--- src/rtl/sail_core_defines_pkg.sv ---
// Shared sail-core microarchitecture defines: ALUctl field encodings used by
// both the ALU-control decoder and the ALU.
package sail_core_defines_pkg;

  localparam int unsigned kSAIL_XLEN = 32;

  // ALUctl[3:0]: operation select
  localparam logic [3:0] kSAIL_MICROARCHITECTURE_ALUCTL_3to0_AND   = 4'b0000;
  localparam logic [3:0] kSAIL_MICROARCHITECTURE_ALUCTL_3to0_OR    = 4'b0001;
  localparam logic [3:0] kSAIL_MICROARCHITECTURE_ALUCTL_3to0_ADD   = 4'b0010;
  localparam logic [3:0] kSAIL_MICROARCHITECTURE_ALUCTL_3to0_SRL   = 4'b0011;
  localparam logic [3:0] kSAIL_MICROARCHITECTURE_ALUCTL_3to0_SRA   = 4'b0100;
  localparam logic [3:0] kSAIL_MICROARCHITECTURE_ALUCTL_3to0_XOR   = 4'b0101;
  localparam logic [3:0] kSAIL_MICROARCHITECTURE_ALUCTL_3to0_SUB   = 4'b0110;
  localparam logic [3:0] kSAIL_MICROARCHITECTURE_ALUCTL_3to0_SLT   = 4'b0111;
  localparam logic [3:0] kSAIL_MICROARCHITECTURE_ALUCTL_3to0_SLL   = 4'b1000;
  localparam logic [3:0] kSAIL_MICROARCHITECTURE_ALUCTL_3to0_CSRRW = 4'b1001;
  localparam logic [3:0] kSAIL_MICROARCHITECTURE_ALUCTL_3to0_CSRRS = 4'b1010;
  localparam logic [3:0] kSAIL_MICROARCHITECTURE_ALUCTL_3to0_CSRRC = 4'b1011;
  localparam logic [3:0] kSAIL_MICROARCHITECTURE_ALUCTL_3to0_SLTU  = 4'b1100;

  // ALUctl[6:4]: branch comparison select (000 and 111 mean "not a branch")
  localparam logic [2:0] kSAIL_MICROARCHITECTURE_ALUCTL_6to4_BEQ  = 3'b001;
  localparam logic [2:0] kSAIL_MICROARCHITECTURE_ALUCTL_6to4_BNE  = 3'b010;
  localparam logic [2:0] kSAIL_MICROARCHITECTURE_ALUCTL_6to4_BLT  = 3'b011;
  localparam logic [2:0] kSAIL_MICROARCHITECTURE_ALUCTL_6to4_BGE  = 3'b100;
  localparam logic [2:0] kSAIL_MICROARCHITECTURE_ALUCTL_6to4_BLTU = 3'b101;
  localparam logic [2:0] kSAIL_MICROARCHITECTURE_ALUCTL_6to4_BGEU = 3'b110;

endpackage

--- src/rtl/alu_branch_cmp.sv ---
// Combinational branch comparator: evaluates the condition selected by
// ALUctl[6:4] on operands A and B.
module alu_branch_cmp
  import sail_core_defines_pkg::*;
(
  input  logic [kSAIL_XLEN-1:0] a,
  input  logic [kSAIL_XLEN-1:0] b,
  input  logic [2:0]            br_sel,
  output logic                  taken
);

  logic eq;
  logic lt_s;
  logic lt_u;

  assign eq   = (a == b);
  assign lt_s = ($signed(a) < $signed(b));
  assign lt_u = (a < b);

  always_comb begin
    // NOTE: default assigned first so every path drives taken; no latch is inferred.
    taken = 1'b0;
    case (br_sel)
      kSAIL_MICROARCHITECTURE_ALUCTL_6to4_BEQ:  taken = eq;
      kSAIL_MICROARCHITECTURE_ALUCTL_6to4_BNE:  taken = ~eq;
      kSAIL_MICROARCHITECTURE_ALUCTL_6to4_BLT:  taken = lt_s;
      kSAIL_MICROARCHITECTURE_ALUCTL_6to4_BGE:  taken = ~lt_s;
      kSAIL_MICROARCHITECTURE_ALUCTL_6to4_BLTU: taken = lt_u;
      kSAIL_MICROARCHITECTURE_ALUCTL_6to4_BGEU: taken = ~lt_u;
      default:                                  taken = 1'b0;
    endcase
  end

endmodule

--- src/rtl/alu.sv ---
// Registered 32-bit RV32I ALU with branch-taken flag, one-cycle latency.
// Define SAIL_ALU_CSR_OPS_EN to enable the CSRRW/CSRRS/CSRRC operation codes.
module alu
  import sail_core_defines_pkg::*;
(
  input  logic                  clk,
  input  logic                  rst_n,
  input  logic [6:0]            ALUctl,
  input  logic [kSAIL_XLEN-1:0] A,
  input  logic [kSAIL_XLEN-1:0] B,
  output logic [kSAIL_XLEN-1:0] ALUOut,
  output logic                  Branch_Enable
);

  logic [kSAIL_XLEN-1:0] alu_out_d, alu_out_q;
  logic                  branch_en_d, branch_en_q;
  logic [4:0]            shamt;

  assign shamt = B[4:0];

  alu_branch_cmp u_branch_cmp (
    .a      (A),
    .b      (B),
    .br_sel (ALUctl[6:4]),
    .taken  (branch_en_d)
  );

  always_comb begin
    alu_out_d = '0;
    case (ALUctl[3:0])
      kSAIL_MICROARCHITECTURE_ALUCTL_3to0_AND:  alu_out_d = A & B;
      kSAIL_MICROARCHITECTURE_ALUCTL_3to0_OR:   alu_out_d = A | B;
      kSAIL_MICROARCHITECTURE_ALUCTL_3to0_ADD:  alu_out_d = A + B;
      kSAIL_MICROARCHITECTURE_ALUCTL_3to0_SRL:  alu_out_d = A >> shamt;
      kSAIL_MICROARCHITECTURE_ALUCTL_3to0_SRA:  alu_out_d = kSAIL_XLEN'($signed(A) >>> shamt);
      kSAIL_MICROARCHITECTURE_ALUCTL_3to0_XOR:  alu_out_d = A ^ B;
      kSAIL_MICROARCHITECTURE_ALUCTL_3to0_SUB:  alu_out_d = A - B;
      kSAIL_MICROARCHITECTURE_ALUCTL_3to0_SLT:  alu_out_d = {31'b0, $signed(A) < $signed(B)};
      kSAIL_MICROARCHITECTURE_ALUCTL_3to0_SLL:  alu_out_d = A << shamt;
      kSAIL_MICROARCHITECTURE_ALUCTL_3to0_SLTU: alu_out_d = {31'b0, A < B};
`ifdef SAIL_ALU_CSR_OPS_EN
      kSAIL_MICROARCHITECTURE_ALUCTL_3to0_CSRRW: alu_out_d = A;
      kSAIL_MICROARCHITECTURE_ALUCTL_3to0_CSRRS: alu_out_d = A | B;
      kSAIL_MICROARCHITECTURE_ALUCTL_3to0_CSRRC: alu_out_d = ~A & B;
`endif
      default:                                  alu_out_d = '0;
    endcase
  end

  // NOTE: only these two output flops are reset; the async clear discards any in-flight result.
  always_ff @(posedge clk or negedge rst_n) begin
    if (!rst_n) begin
      alu_out_q   <= '0;
      branch_en_q <= 1'b0;
    end else begin
      // NOTE: non-blocking so every flop samples pre-edge values.
      alu_out_q   <= alu_out_d;
      branch_en_q <= branch_en_d;
    end
  end

  assign ALUOut        = alu_out_q;
  assign Branch_Enable = branch_en_q;

endmodule

--- config.mk ---
export PLATFORM = sky130hd
export DESIGN_NAME = alu
export DESIGN_NICKNAME = d
export VERILOG_FILES = /design/src/rtl/sail_core_defines_pkg.sv /design/src/rtl/alu_branch_cmp.sv /design/src/rtl/alu.sv
export SDC_FILE = /design/constraint.sdc
export NUM_CORES = 1
export LEC_CHECK = 0
export CELL_PAD_IN_SITES_DETAIL_PLACEMENT = 1
export CELL_PAD_IN_SITES_GLOBAL_PLACEMENT = 2
export CORE_MARGIN = 2
export CORE_UTILIZATION = 35
export DETAILED_ROUTE_END_ITERATION = 7
export GPL_TIMING_DRIVEN = 0
export MAX_ROUTING_LAYER = met4
export PLACE_DENSITY = 0.92
export SLEW_MARGIN = 10
export SYNTH_ARGS = -nofsm -noshare
export SYNTH_HDL_FRONTEND = slang
export SYNTH_HIERARCHICAL = 1
export SYNTH_SLANG_ARGS = --single-unit
--- constraint.sdc ---
create_clock -name clk -period 0.8 [get_ports clk]
set_input_delay 0.2 -clock clk [delete_from_list [all_inputs] [get_ports clk]]
set_output_delay 0.2 -clock clk [all_outputs]
set_load 0.01 [all_outputs]
==> impl_metrics.json <==
{
  "status": "complete, but fails checks",
  "failed_checks": "hold timing, setup timing",
  "fp.dieW_um": 178,
  "vias_per_cell": 7.01,
  "numCtsBuffers": 5,
  "vias": 14545,
  "ys_async_sr_fraction": 1.00,
  "clkTransAtPathRegs_ns": 0.07,
  "finalMaxSlewViolations": 0,
  "firstDrtPassIters": 8,
  "setup_ws_ns": -2.46,
  "synth_top_cell_by_area": "ha_1",
  "crit_path_end_kind": "flop",
  "grt_start_max_net_pins": 20,
  "synth_area_leaders": "ha_1 (15%), dfrtp_1 (7.8%), a21oi_1 (6.6%)",
  "ios": 106,
  "first_global_vias": 14260,
  "start_util": 0.356,
  "cap_viol_max_count": 0,
  "p_per_area_mw_per_mm2": 1020,
  "holdWs_ns": -0.154,
  "die_h_um": 178,
  "areaGrowthSynthToFinish_pct": 45.3,
  "worstPathRequired_ns": 0.96,
  "cts.htree.levels": 2,
  "hold_viol": 14,
  "fin_crit_sh": 4.08,
  "gp_congestion": 1.05,
  "crit_type": "in -> reg",
  "timing.slew.headroom": 0.332,
  "clk_path_buf_depth": 2,
  "hpwlAfterDp_um": 53500,
  "crit_chain": "buf_8 > buf_12 > inv_8 > buf_12 > buf_12 > clkbuf_16 > ha_4 > a211oi_4 > o211ai_2 > a221o_2 > a311o_1 > a31oi_4 > buf_6 > nor2_4 > a211o_1 > o31ai_2 > o2111ai_2",
  "cp-start-kind": "primary input",
  "tritoncts": "done",
  "grt_use_total": 0.458,
  "row_count": 63,
  "avgSynthCellArea_um2": 7.22,
  "critPathSlowestCell": "a221o_2",
  "ys_warn_count": 6,
  "path_max_fanout": 4,
  "synth_most_common_cell": "nor2_1",
  "setup_tns_ns": -75.35,
  "drtIter0Drc": 2014,
  "utilization": 0.517,
  "synth_cells": 1465,
  "postRouteAntennaNets": 0,
  "globalRoute.totalOverflow": 0,
  "setup_viol": 66,
  "syn-num-nets": 1670,
  "clock.fmax_mhz": 306,
  "synth-edff-count": 0,
  "rsz0062_at_grt": "yes",
  "fin_total_pwr_mw": 15.7,
  "synth-main-ff-cell": "dfrtp_1",
  "wire_per_inst_um": 34.7,
  "io_buffers": 105,
  "cp_common_cell": "buf_12",
  "yosysSeqAreaShare": 0.0780,
  "grt_pass1_wl_um": 101000,
  "ys_seq_elements": 33,
  "yosysTopAreaCellShare": 0.154,
  "drive_above_1_share": 0.333,
  "drc": 0,
  "cts-root-buf": "clkbuf_16",
  "vdd_drop_max_v": 0.000767,
  "tightest_slew_ns": 1.00,
  "arrival_ns": 3.43,
  "cpPeakStageDelay_ns": 0.43,
  "dieArea_mm2": 0.0316,
  "clock-sinks": 33,
  "ys_top_cells_by_count": "nor2_1 (173), a21oi_1 (140), ha_1 (130)",
  "totalWireLength_um": 72100,
  "core_area_mm2": 0.0297,
  "p_leak_nw": 6.64,
  "synth_cell_type_count": 94,
  "min_path_type": "in -> async",
  "syn-cell-area_mm2": 0.0106,
  "finalCriticalPeriod_ns": 3.26,
  "nNetsFinal": 1886,
  "antenna_found_initial": 4,
  "pre_cts_slack_ns": -3.77,
  "fillers": 3534
}
## kinds of logic (layout without fill, tap and decap cells)
family,count (synthesis),in the layout,synth area share
simple gates,448,448,0.197
buf+inv,231,448,0.0875
mux,89,89,0.133
xor+xnor,6,6,0.00497
compound gates,526,526,0.342
fa+ha+maj,132,132,0.157
other cells,0,2,0
flops,33,33,0.0780
## stage by stage
stage	instances	instance area (um^2)
final	2074	15400
after global routing	2074	15400
after global placement	1960	12500
after detailed placement	1961	12500
after floorplan	1465	11000
after CTS	2055	14800
## registers in the layout, summed over array words and instances (netlist names)
name and flops:
Branch_Enable 1, ALUOut 32
## final timing paths
path | start | slack, ns | endpoint | depth (start not counted)
min in group clk | B[12] | 0.53 | ALUOut[12] | 5
worst max-delay path | B[1] | -2.46 | ALUOut[19] | 17
max in group asynchronous | rst_n | 0.45 | ALUOut[18] | 2
worst min-delay path | rst_n | -0.15 | ALUOut[0] | 1
## report_power, final
part | switching [mW] | internal (mW)
registers | 0.0924 | 1.92
logic | 7.07 | 4.46
clock network | 1.03 | 1.15
## per-layer routing
metal | track usage | part of all wire | vias up
met5 | - | 0 | -
met4 | 0.239 | 0.066 | 0
met3 | 0.107 | 0.10 | 299
met2 | 0.699 | 0.44 | 1000
met1 | 0.560 | 0.39 | 7303
li1 | - | - | 5943
## final cells by class
| type | instances | area (um^2) | share of cell area |
|---|---|---|---|
| multi-input cells | 1201 | 10400 | 0.674 |
| well taps | 390 | 488 | 0.0317 |
| diodes | 2 | 5.00 | 0.000325 |
| inverters | 127 | 517 | 0.0336 |
| plain buffers | 97 | 1120 | 0.0729 |
| clock buffers | 6 | 129 | 0.00838 |
| repair buffers | 216 | 1920 | 0.125 |
| clock inverters | 2 | 10.0 | 0.000651 |
| flip-flops and latches | 33 | 826 | 0.0537 |
## what timing repair did
action	4_1_cts	5_1_grt
endpoints found under the setup margin	66	66
pin swaps	104	68
hold endpoints to repair	14	14
setup buffers	93	17
gates resized for setup	700	124
## critical path, delay by kind of cell
family                     cells  cell delay, ns
AOI/OAI and AO/OA              8            2.16
buffers and inverters          7            0.77
adders and majority gates      1            0.23
and+or+nand+nor                1            0.04
## placed cells by master (no fill, tap or decap), types with 26 or more instances in the layout
cell / count
nor2_1: 149
nand2_1: 115
a21oi_1: 114
inv_1: 112
ha_1: 111
buf_4: 87
o21ai_0: 54
buf_6: 48
buf_2: 43
dfrtp_1: 33
mux2i_1: 32
nand3_1: 32
mux4_2: 31
o211ai_1: 26
No activity file was read; power rests on OpenSTA's default activity.
